===== config.mk =====
export PLATFORM = sky130hd
export DESIGN_NAME = cordic_job_sequencer
export DESIGN_NICKNAME = d
export VERILOG_FILES = /design/src/rtl/cordic_pkg.sv /design/src/rtl/cordic_cmd_fifo.sv /design/src/rtl/cordic_job_sequencer.sv
export SDC_FILE = /design/constraint.sdc
export NUM_CORES = 1
export LEC_CHECK = 0
export CORE_MARGIN = 2
export CORE_UTILIZATION = 52
export CTS_CLUSTER_SIZE = 10
export DETAILED_ROUTE_END_ITERATION = 10
export GPL_ROUTABILITY_DRIVEN = 0
export PLACE_DENSITY = 0.78
export SLEW_MARGIN = 40
export SYNTH_ARGS = -nofsm -noshare
export SYNTH_HDL_FRONTEND = slang
export SYNTH_HIERARCHICAL = 1
export SYNTH_SLANG_ARGS = --single-unit

===== constraint.sdc =====
create_clock -name clka -period 2.9 [get_ports clka]
set_clock_uncertainty 0.05 [all_clocks]
set_input_delay 0.435 -clock clka [delete_from_list [all_inputs] [get_ports clka]]
set_output_delay 0.435 -clock clka [all_outputs]
set_load 0.01 [all_outputs]

===== src/rtl/cordic_pkg.sv =====
// Shared defaults and FSM state type for the CORDIC job sequencer.
package cordic_pkg;

  localparam int CORDIC_DATA_W     = 8;
  localparam int CORDIC_FIFO_DEPTH = 4;
  localparam int CORDIC_TIMEOUT    = 64;

  typedef enum logic [2:0] {
    IDLE      = 3'd0,
    LAUNCH    = 3'd1,
    WAIT_BUSY = 3'd2,
    WAIT_DONE = 3'd3,
    RESP      = 3'd4
  } cordic_seq_state_t;

endpackage


===== src/rtl/cordic_cmd_fifo.sv =====
// Synchronous job FIFO. Push is ignored when full, pop is ignored when empty.
module cordic_cmd_fifo #(
  parameter int WIDTH = 17,
  parameter int DEPTH = 4
) (
  input  logic                     clka,
  input  logic                     reset,
  input  logic                     push,
  input  logic [WIDTH-1:0]         wr_data,
  input  logic                     pop,
  output logic [WIDTH-1:0]         rd_data,
  output logic                     full,
  output logic                     empty,
  output logic [$clog2(DEPTH):0]   count
);

  localparam int PW = $clog2(DEPTH);
  localparam int CW = PW + 1;

  logic [WIDTH-1:0] mem [DEPTH];
  logic [PW-1:0]    wr_ptr;
  logic [PW-1:0]    rd_ptr;
  logic             do_push;
  logic             do_pop;

  assign full    = (count == CW'(DEPTH));
  assign empty   = (count == '0);
  assign do_push = push && !full;
  assign do_pop  = pop && !empty;
  assign rd_data = mem[rd_ptr];

  // Pointers are exactly log2(DEPTH) bits wide, so they wrap on their own.
  always_ff @(posedge clka or posedge reset) begin
    if (reset) begin
      wr_ptr <= '0;
      rd_ptr <= '0;
      count  <= '0;
    end else begin
      if (do_push) wr_ptr <= wr_ptr + 1'b1;
      if (do_pop)  rd_ptr <= rd_ptr + 1'b1;
      case ({do_push, do_pop})
        2'b10:   count <= count + 1'b1;
        2'b01:   count <= count - 1'b1;
        default: count <= count;
      endcase
    end
  end

  always_ff @(posedge clka) begin
    if (do_push) mem[wr_ptr] <= wr_data;
  end

endmodule


===== src/rtl/cordic_job_sequencer.sv =====
// Feeds queued (mode, x, y) jobs to the CORDIC core one at a time and returns
// each result, tagged with mode and a timeout flag, on a valid/ready port.
//
// state     | meaning
// IDLE      | waiting for a queued job; pops it into the core operand registers
// LAUNCH    | core_start high for this single cycle; timeout counter cleared
// WAIT_BUSY | waiting for core_done to drop (discards previous job's done)
// WAIT_DONE | waiting for core_done to rise; captures core outputs
// RESP      | result held on rsp_* until rsp_ready
module cordic_job_sequencer
  import cordic_pkg::*;
#(
  parameter int DATA_W     = CORDIC_DATA_W,
  parameter int FIFO_DEPTH = CORDIC_FIFO_DEPTH,
  parameter int TIMEOUT    = CORDIC_TIMEOUT
) (
  input  logic                          clka,
  input  logic                          reset,
  input  logic                          cmd_valid,
  output logic                          cmd_ready,
  input  logic                          cmd_mode,
  input  logic [DATA_W-1:0]             cmd_x,
  input  logic [DATA_W-1:0]             cmd_y,
  output logic                          rsp_valid,
  input  logic                          rsp_ready,
  output logic [DATA_W-1:0]             rsp_p0,
  output logic [DATA_W-1:0]             rsp_p1,
  output logic                          rsp_mode,
  output logic                          rsp_err,
  output logic                          core_start,
  output logic                          core_mode,
  output logic [DATA_W-1:0]             core_in0,
  output logic [DATA_W-1:0]             core_in1,
  input  logic [DATA_W-1:0]             core_out0,
  input  logic [DATA_W-1:0]             core_out1,
  input  logic                          core_done,
  output logic                          busy,
  output logic [$clog2(FIFO_DEPTH):0]   fifo_count
);

  localparam int JOB_W = 2 * DATA_W + 1;
  localparam int TW    = $clog2(TIMEOUT);
  localparam logic [TW-1:0] TMO_LAST = TW'(TIMEOUT - 1);

  cordic_seq_state_t state, next_state;

  logic             fifo_full;
  logic             fifo_empty;
  logic             fifo_pop;
  logic [JOB_W-1:0] fifo_rd;
  logic [TW-1:0]    tmo_cnt;
  logic             in_wait;
  logic             tmo_hit;
  logic             capture_ok;
  logic             abort;

  assign cmd_ready = !fifo_full;

  cordic_cmd_fifo #(
    .WIDTH (JOB_W),
    .DEPTH (FIFO_DEPTH)
  ) u_fifo (
    .clka    (clka),
    .reset   (reset),
    .push    (cmd_valid && cmd_ready),
    .wr_data ({cmd_mode, cmd_x, cmd_y}),
    .pop     (fifo_pop),
    .rd_data (fifo_rd),
    .full    (fifo_full),
    .empty   (fifo_empty),
    .count   (fifo_count)
  );

  assign in_wait = (state == WAIT_BUSY) || (state == WAIT_DONE);
  assign tmo_hit = (tmo_cnt == TMO_LAST);

  always_ff @(posedge clka or posedge reset) begin
    if (reset) state <= IDLE;
    else       state <= next_state;
  end

  // Exit conditions are tested before the timeout so a completion on the
  // last allowed cycle is still reported as a good result.
  always_comb begin
    next_state = state;
    fifo_pop   = 1'b0;
    capture_ok = 1'b0;
    abort      = 1'b0;
    case (state)
      IDLE: begin
        if (!fifo_empty) begin
          fifo_pop   = 1'b1;
          next_state = LAUNCH;
        end
      end
      LAUNCH:    next_state = WAIT_BUSY;
      WAIT_BUSY: begin
        if (!core_done) begin
          next_state = WAIT_DONE;
        end else if (tmo_hit) begin
          abort      = 1'b1;
          next_state = RESP;
        end
      end
      WAIT_DONE: begin
        if (core_done) begin
          capture_ok = 1'b1;
          next_state = RESP;
        end else if (tmo_hit) begin
          abort      = 1'b1;
          next_state = RESP;
        end
      end
      RESP: begin
        if (rsp_ready) next_state = IDLE;
      end
      default: next_state = IDLE;
    endcase
  end

  always_ff @(posedge clka or posedge reset) begin
    if (reset) begin
      core_start <= 1'b0;
      core_mode  <= 1'b0;
      core_in0   <= '0;
      core_in1   <= '0;
      busy       <= 1'b0;
      tmo_cnt    <= '0;
      rsp_valid  <= 1'b0;
      rsp_p0     <= '0;
      rsp_p1     <= '0;
      rsp_mode   <= 1'b0;
      rsp_err    <= 1'b0;
    end else begin
      core_start <= (next_state == LAUNCH);
      busy       <= (next_state != IDLE);
      if (fifo_pop) {core_mode, core_in0, core_in1} <= fifo_rd;

      if (state == LAUNCH) tmo_cnt <= '0;
      else if (in_wait)    tmo_cnt <= tmo_cnt + 1'b1;

      if (capture_ok) begin
        rsp_valid <= 1'b1;
        rsp_p0    <= core_out0;
        rsp_p1    <= core_out1;
        rsp_mode  <= core_mode;
        rsp_err   <= 1'b0;
      end else if (abort) begin
        rsp_valid <= 1'b1;
        rsp_p0    <= '0;
        rsp_p1    <= '0;
        rsp_mode  <= core_mode;
        rsp_err   <= 1'b1;
      end else if ((state == RESP) && rsp_ready) begin
        rsp_valid <= 1'b0;
      end
    end
  end

endmodule


==> results.txt, run 1 <==
Setup TNS: 0 ns
DP Worst Slack: 0.517 ns
Detailed Routing Iterations Pass 1: 5
Pint: 5.17 mW
Clk buf depth: 2
Core ar.: 0.00915 mm2
Pin count of the biggest net entering global routing: 48
Post-CTS Setup Repair Bufs: 0
Clk root buf: clkbuf_8
Seq/Total Area, Yosys: 70.1%
Maximum VDD drop: 0.683 mV
Commonest cells after routing, fill and taps aside: 79 x clkdlybuf4s50_1, 68 x edfxtp_1, 54 x dfrtp_1
Switch Pwr: 2.12 mW
Post-DRT Antenna Nets: 0
Power density cells: 1140 mW/mm2
Kind of critical path: register to register
Max-slew headroom: 46.6%
Worst EP arrival: 2.69 ns
Layout cells sized above 1: 18.9%
1st-iter DRT viols: 72
Syn_nets: 312
Synth cell types: 42
Hold Crit Class: input port to asynchronous set/reset pin
Worst-Skew Late Latency: 0.51 ns
Clk sink count: 122
Synthesized instance count: 267
First-pass GRT wire length: 14200 um
Site Rows: 35
Clock power frac: 30.3%
Clock transition at path regs: 0.06 ns
P_leak: 2.52 nW
CP Capture Type: register
Ant. Diodes: 0
Worst Path Max Fanout: 13
Register area: 0.00339 mm2
Tcrit/Tclk final: 79.8%
Most common cell after layout, fill and taps aside: clkdlybuf4s50_1
Logic pwr share: 31.3%
Final Critical Period: 2.31 ns
Most frequent CP cell: xor2_1
Critical Path RT: 3.28 ns
Switch share: 29.1%
Total global routing overflow: 0
Post-synth EDFFs: 68
Slew @ Worst Pin: 0.800 ns
Max Clk Rate: 0.432 GHz
DR DRC count: 0
Filler cells: 623
CP startpoint kind: register
Final Slew Violations: 0
Post-CTS Hold Buffers: 0
Sequential share of power: 38.4%
RSZ-0062 raised after global routing: false
Total Power: 7.29 mW
Ys flop type: edfxtp_1
Crit-path cells: nor4_4 -> o31a_1 -> ha_1 -> inv_1 -> fa_1 -> xor2_1 -> nor2_1 -> xor2_1
Final wirelength: 8870 um
Drt via density: 5.52
Asr flop ratio synth: 44.3%
Die Area: 0.0101 mm2
CTS tree: done
CP Buf/Inv Count: 1
Initial core utilization: 52.9%
Post-CTS sizing: 0
Endpoints failing setup: 0
Max Cap Viol: 0
Final worst slack: 0.587 ns
Chip height: 100 um
I/O Buffers: 79
Die width: 100 um
Total number of vias: 2682
Synth Register Bits: 122
CTS buffer count: 17
Outcome: complete, no violations
Yosys warns: 6
Ports: 80
Final net count: 407
Area of the multi-input gates: 0.00132 mm2
Crit-path max cell delay: 0.53 ns
H-tree levels: 4
Antenna violations before repair: 0
Cell family with most CP delay: adder cells
Routed length per instance: 18.3 um
Final hold violation count: 0
DPL Wire Length: 5470 um
GRT Total Usage: 19.4%
Synth Cell Area: 0.00484 mm2
Area delta synth->final: 31.5%
Avg Cell Area, Syn: 18.1 um2
Slowest stage cell, crit path: dfrtp_1
Number of global-route vias before repair: 2802
[Yosys cell counts (2+ instances only)]
cell | n | area, um2
a21o_1 | 2 | 15.0
a21oi_1 | 2 | 10.0
a22o_1 | 20 | 175
and2_1 | 4 | 25.0
buf_2 | 5 | 25.0
buf_6 | 2 | 22.5
clkbuf_1 | 2 | 7.51
dfrtp_1 | 54 | 1350
edfxtp_1 | 68 | 2040
ha_1 | 6 | 75.1
inv_1 | 9 | 33.8
mux2_2 | 10 | 113
mux2_4 | 9 | 135
mux2i_1 | 2 | 20.0
mux4_1 | 9 | 236
mux4_2 | 8 | 180
nand2_1 | 10 | 37.5
nand2b_1 | 2 | 12.5
nand3_1 | 3 | 15.0
nor2_1 | 6 | 22.5
nor3_1 | 5 | 25.0
nor4_1 | 2 | 12.5
o21ai_0 | 4 | 20.0
xnor2_1 | 3 | 26.3
xor2_1 | 3 | 26.3
[metrics by stage]
step / instance area, um2 / cells / utilization [%] / hold slack [ns]
floorplan: 4840 / 267 / - / 0.188
global placement: 5740 / 454 / 62.7 / 0.413
detailed placement: 5740 / 454 / 62.7 / 0.421
CTS: 6370 / 486 / 69.6 / 0.200
global route: 6370 / 486 / 69.6 / 0.230
finish: 6370 / 486 / 69.6 / 0.209
[metal layers]
metal | vias to the layer above | GRT usage [%] | part of all wire (%)
li1 | 1228 | - | -
met5 | - | 0 | 0
met2 | 90 | 33.2 | 51
met3 | 12 | 6.10 | 5.9
met1 | 1352 | 23.5 | 42
met4 | 0 | 6.64 | 1.2
[power groups by stage]
stage / clock network [mW] / registers, mW / logic, mW
3_3_place_gp: 0 / 2.80 / 2.24
2_1_floorplan: 0 / 2.80 / 1.41
6_report: 2.21 / 2.80 / 2.28
3_5_place_dp: 0 / 2.83 / 2.29
5_1_grt: 2.32 / 2.88 / 2.48
4_1_cts: 2.24 / 2.81 / 2.32
[state kept, by name (all words and copies together), names as in the netlist, 3 cells and up]
signal / count
core_in0: 8
rsp_p1: 8
core_in1: 8
u_fifo/mem: 68
state: 3
u_fifo/count: 3
tmo_cnt: 6
rsp_p0: 8
[cells by family after synthesis]
logic type / after synthesis / synth area share [%]
adders and majority gates: 7 / 1.96
and+or+nand+nor: 42 / 5.02
DFF: 122 / 70.1
muxes: 38 / 14.1
xor gates and xnor gates: 6 / 1.09
buffers and inverters: 20 / 2.56
AOI/OAI and AO/OA: 32 / 5.12
[final cells by class]
| class | instances | area share [%] |
|---|---|---|
| repair buffers | 87 | 13.4 |
| clock buffers | 18 | 6.56 |
| flip-flops and latches | 122 | 53.3 |
| multi-input cells | 125 | 20.8 |
| clock inverters | 14 | 3.28 |
| well taps | 111 | 2.18 |
| inverters | 9 | 0.531 |
[worst paths after layout]
check                           cells after the start      start                to  slack, ns
worst min register to register                      2  rsp_valid         rsp_valid       0.43
min in group clka                                   2  rsp_valid         rsp_valid       0.43
worst min-delay path                                2      reset  u_fifo/wr_ptr[1]       0.21
max in group asynchronous                           3      reset       core_in1[3]       1.98
worst max-delay path                                8   state[1]   u_fifo/count[2]       0.59
worst max register to register                      8   state[1]   u_fifo/count[2]       0.59
No activity file was read; power rests on OpenSTA's default activity.
==> run 2, diff against run 1 <==
--- a/config.mk
+++ b/config.mk
@@ -6,11 +6,11 @@
 export NUM_CORES = 1
 export LEC_CHECK = 0
 export CORE_MARGIN = 2
-export CORE_UTILIZATION = 52
+export CORE_UTILIZATION = 48
 export CTS_CLUSTER_SIZE = 10
 export DETAILED_ROUTE_END_ITERATION = 10
 export GPL_ROUTABILITY_DRIVEN = 0
-export PLACE_DENSITY = 0.78
+export PLACE_DENSITY = 0.76
 export SLEW_MARGIN = 40
 export SYNTH_ARGS = -nofsm -noshare
 export SYNTH_HDL_FRONTEND = slang
==> constraint.sdc (replaced) <==
create_clock -name clka -period 1.95 [get_ports clka]
set_clock_uncertainty 0.05 [all_clocks]
set_input_delay 0.2925 -clock clka [delete_from_list [all_inputs] [get_ports clka]]
set_output_delay 0.2925 -clock clka [all_outputs]
set_load 0.01 [all_outputs]
==> run 2 against run 1 <==
Net effect:
- the flow now finishes with violations (negative setup slack)
- power rose by 50%
- setup slack got worse by 0.62 ns
- register-to-register slack got worse by 0.62 ns
- combinational power rose by 73%
- cell count rose by 8.0%
- first-iteration DRC count rose by 120%
- critical path type unchanged
==> results.txt, run 2 (synthesis results as in run 1) <==
Outcome: finished with violations
Violated checks: negative setup slack
Layout cells sized above 1: 25.0%
Final net count: 424
Ports: 80
CTS tree: done
Register area: 0.00340 mm2
Final wirelength: 9330 um
Site Rows: 36
1st-iter DRT viols: 157
P_leak: 2.60 nW
Number of global-route vias before repair: 2878
Max-slew headroom: 77.5%
Crit-path cells: nor4_4 -> o31a_1 -> ha_4 -> inv_2 -> fa_2 -> xor2_1 -> nor2_1 -> xor2_1
Clk buf depth: 2
Worst Path Max Fanout: 2
Endpoints failing setup: 1
Worst r2r src: state[1]
Commonest cells after routing, fill and taps aside: 76 x clkdlybuf4s50_1, 68 x edfxtp_1, 51 x dfrtp_1
Routed length per instance: 17.8 um
Hold Crit Class: input port to asynchronous set/reset pin
Largest register FFs: 68
Slowest stage cell, crit path: dfrtp_1
Post-DRT Antenna Nets: 0
Ant. Diodes: 0
Antenna violations before repair: 0
Max Cap Viol: 0
Tcrit/Tclk final: 102%
RSZ-0062 raised after global routing: true
Maximum VDD drop: 0.947 mV
CP startpoint kind: register
DPL Wire Length: 6060 um
Clock transition at path regs: 0.06 ns
Slew @ Worst Pin: 0.337 ns
Drt via density: 5.23
H-tree levels: 4
Max Clk Rate: 0.504 GHz
CP Capture Type: register
Core ar.: 0.00977 mm2
Filler cells: 691
Pin count of the biggest net entering global routing: 23
Hold Slack: 0.0221 ns
CP startpoint: state[1]
Final Critical Period: 1.98 ns
GRT Total Usage: 18.4%
Final hold violation count: 0
Clk root buf: clkbuf_8
Worst-Skew Late Latency: 0.51 ns
Post-CTS Hold Buffers: 0
Critical Path RT: 2.33 ns
Power density cells: 1670 mW/mm2
First-pass GRT wire length: 15200 um
Worst EP arrival: 2.36 ns
Total number of vias: 2748
Initial core utilization: 49.5%
Area of the multi-input gates: 0.00135 mm2
Most common cell after layout, fill and taps aside: clkdlybuf4s50_1
Most frequent CP cell: xor2_1
Crit-path max cell delay: 0.40 ns
Final Slew Violations: 0
CTS buffer count: 17
I/O Buffers: 79
Die width: 104 um
Clk sink count: 122
Die Area: 0.0109 mm2
Setup TNS: -0.0341 ns
Final worst slack: -0.0341 ns
Detailed Routing Iterations Pass 1: 4
DR DRC count: 0
Largest register by flop count: u_fifo/mem
Kind of critical path: register to register
Chip height: 104 um
Area delta synth->final: 35.6%
Total global routing overflow: 0
==> run 2: cell types whose count changed in the layout (fill, tap and decap cells not counted), sizes merged, moves of 2 or more <==
cell | previous run | this run
clkdlybuf4s50 | 79 | 76
clkinv | 2 | 5
bufinv | 4 | 2
buf | 8 | 26
==> run 2: path summary, 6_finish.rpt <==
kind                                   end  cells past startpoint  slack (ns)
max                        u_fifo/count[2]                      8       -0.03
min                        u_fifo/count[1]                      2        0.02
max reg2reg                u_fifo/count[2]                      8       -0.03
min reg2reg                      rsp_valid                      2        0.43
max in group asynchronous        rsp_p0[7]                      3        1.22
min in group clka                rsp_p0[0]                      2        0.34
==> run 2: final cells by class <==
type | instances | area share, %
timing repair buffer | 104 | 15.8
sequential | 122 | 51.8
inverter | 9 | 0.515
tap | 133 | 2.54
multi-input combinational | 125 | 20.6
clock buffer | 17 | 6.31
clock inverter | 15 | 2.48
==> run 2: metrics by stage <==
stage	power (mW)	std cells	setup slack [ns]	instance area [um2]	util [%]
2_1_floorplan	6.33	267	-0.558	4870	-
3_3_place_gp	7.88	491	-0.0976	5970	61.1
3_5_place_dp	8.01	491	-0.144	5970	61.1
4_1_cts	11.1	524	-0.0549	6550	67.0
5_1_grt	11.5	525	-0.167	6560	67.1
6_report	11.0	525	-0.0341	6560	67.1
==> run 2: critical path, delay by kind of cell (launching register included) <==
family / cells / cell delay (ns)
buf+inv: 1 / 0.03
fa+ha+maj: 2 / 0.49
flops: 1 / 0.40
compound gates: 1 / 0.25
xor+xnor: 2 / 0.29
simple gates: 2 / 0.40
==> run 2: where the power goes <==
part	internal, mW	switching (mW)	leakage, nW
sequential	3.60	0.420	1.27
clock	1.84	1.16	0.278
combinational	2.27	1.68	1.05
total	7.71	3.25	2.60
==> run 2: layer usage <==
layer / vias up / GRT usage (%) / share of wire, %
met5: - / 0 / 0
li1: 1257 / - / -
met3: 15 / 6.08 / 6.2
met4: 0 / 6.56 / 1.4
met2: 88 / 29.0 / 48
met1: 1388 / 24.0 / 45
==> run 2: what timing repair did <==
| item | in CTS | in global routing |
|---|---|---|
| endpoints found under the hold margin | 0 | 0 |
| setup buffers | 1 | 1 |
| resized for setup | 6 | 2 |
| endpoints found under the setup margin | 4 | 13 |
| pin swaps | 5 | 1 |
==> run 3, diff against run 2 <==
--- a/config.mk
+++ b/config.mk
@@ -10,7 +10,8 @@
 export CTS_CLUSTER_SIZE = 10
 export DETAILED_ROUTE_END_ITERATION = 10
 export GPL_ROUTABILITY_DRIVEN = 0
-export PLACE_DENSITY = 0.76
+export PLACE_DENSITY = 0.79
+export SKIP_LAST_GASP = 1
 export SLEW_MARGIN = 40
 export SYNTH_ARGS = -nofsm -noshare
 export SYNTH_HDL_FRONTEND = slang
==> run 3 against run 2 <==
Net effect:
- design area rose by 1.0%
- the flow still finishes with violations (negative setup slack)
- core utilization is 0.68 points higher
- combinational power hardly changed
- non-clock buffer count rose by 5
- die area unchanged
- clock-buffer cell count increased by 3
- critical path depth is the same
- cell count grew 0.95%
- clock power is 5% higher
- routed wire length increased by 2.8%
- sequential share of layout area decreased by 0.52 points
==> results.txt, run 3 (synthesis results as in run 1) <==
Reg-to-reg critical path endpoint: u_fifo/count[2]
Power density cells: 1680 mW/mm2
Number of global-route vias before repair: 2989
Most common cell after layout, fill and taps aside: clkdlybuf4s50_1
Clk buf depth: 2
CP startpoint: state[1]
Cell family with most CP delay: adder cells
Crit-path max cell delay: 0.41 ns
Pin count of the biggest net entering global routing: 18
Largest register by flop count: u_fifo/mem
First-pass GRT wire length: 15700 um
Clock transition at path regs: 0.06 ns
Detailed Routing Iterations Pass 1: 5
Placed cell area: 0.00601 mm2
Core ar.: 0.00977 mm2
CTS tree: done
Chip height: 104 um
H-tree levels: 4
FF-to-FF path depth: 8
Max-slew headroom: 75.3%
Slowest stage cell, crit path: dfrtp_1
Setup crit end: u_fifo/count[2]
Antenna violations before repair: 0
Most frequent CP cell: xor2_1
Die width: 104 um
Final hold violation count: 0
CP Capture Type: register
Worst r2r src: state[1]
Final worst slack: -0.113 ns
Worst Path Max Fanout: 2
Clk root buf: clkbuf_8
Slew @ Worst Pin: 0.370 ns
DR DRC count: 0
Final net count: 429
Final Critical Period: 2.06 ns
CP startpoint kind: register
Endpoints failing setup: 1
Hold Crit Class: input port to asynchronous set/reset pin
Hold Slack: 0.0315 ns
Setup TNS: -0.113 ns
Final wirelength: 9590 um
Finished Cell Area: 0.00663 mm2
Outcome: finished with violations
Area delta synth->final: 37.0%
Worst-Skew Late Latency: 0.50 ns
Tcrit/Tclk final: 106%
Die Area: 0.0109 mm2
CTS buffer count: 17
Total Power: 11.2 mW
Violated checks: negative setup slack
P_leak: 2.65 nW
Post-DRT Antenna Nets: 0
Commonest cells after routing, fill and taps aside: 76 x clkdlybuf4s50_1, 68 x edfxtp_1, 51 x dfrtp_1
Ports: 80
Routed length per instance: 18.1 um
I/O Buffers: 79
Initial core utilization: 49.5%
Max Clk Rate: 0.485 GHz
Clk sink count: 122
DPL Wire Length: 6480 um
CP Buf/Inv Count: 1
Ant. Diodes: 0
1st-iter DRT viols: 156
Crit-path cells: nor4_4 -> o31a_1 -> ha_4 -> inv_2 -> fa_2 -> xor2_1 -> nor2_1 -> xor2_1
Layout cells sized above 1: 24.4%
Crit path depth: 8
R2r setup slk: -0.11 ns
Max Cap Viol: 0
Maximum VDD drop: 0.980 mV
Site Rows: 36
Worst EP arrival: 2.43 ns
Drt via density: 5.22
RSZ-0062 raised after global routing: true
Total global routing overflow: 0
Final Slew Violations: 0
Kind of critical path: register to register
GRT Total Usage: 19.0%
Largest register FFs: 68
Critical Path RT: 2.32 ns
Total number of vias: 2768
-- run 3: timing repair --
action / 4_1_cts / 5_1_grt
pin swaps: 4 / 1
hold buffers: 0 / 0
buffers inserted: 1 / 1
resized for setup: 1 / 3
endpoints found under the setup margin: 3 / 5
-- run 3: worst reg2reg max path, delay by kind of cell, from the launching register on --
kind            cells  cell delay [ns]
compound gates      1             0.25
xor+xnor            2             0.33
fa+ha+maj           2             0.49
buf+inv             1             0.04
flops               1             0.41
simple gates        2             0.42
-- run 3: power by group --
part	internal, mW	leakage [nW]	switching [mW]
clock	2.07	0.283	1.06
combinational	2.31	1.09	1.67
sequential	3.60	1.27	0.456
total	7.97	2.65	3.19
-- run 3: layout make-up --
class	count	area [um2]
multi-input cells	125	1350
fillers	674	3150
clock buffers	20	425
inverters	9	33.8
repair buffers	109	1080
flip-flops and latches	122	3400
clock inverters	12	174
well taps	133	166
-- run 3: layer usage --
| layer | global-route usage, % | share of wire, % | vias up |
|---|---|---|---|
| met5 | 0 | 0 | - |
| met4 | 6.66 | 1.5 | 0 |
| met3 | 6.45 | 5.6 | 13 |
| met2 | 31.9 | 51 | 92 |
| met1 | 22.9 | 42 | 1389 |
| li1 | - | - | 1274 |
-- run 3: metrics by stage --
| stage | std cells | util, % | worst slack, ns |
|---|---|---|---|
| 3_3_place_gp | 496 | 61.5 | -0.112 |
| 4_1_cts | 529 | 67.7 | -0.125 |
| 2_1_floorplan | 267 | - | -0.558 |
| 6_report | 530 | 67.8 | -0.113 |
| 3_5_place_dp | 496 | 61.5 | -0.213 |
| 5_1_grt | 530 | 67.8 | -0.224 |
-- run 3: worst min path at each step --
stage | cells after the start | to | startpoint
3_5_place_dp | 2 | rsp_valid | rsp_valid
6_report | 2 | u_fifo/count[1] | reset
5_1_grt | 2 | u_fifo/rd_ptr[0] | reset
4_1_cts | 2 | u_fifo/rd_ptr[0] | reset
3_3_place_gp | 2 | rsp_valid | rsp_valid
2_1_floorplan | 1 | u_fifo/rd_ptr[0] | reset
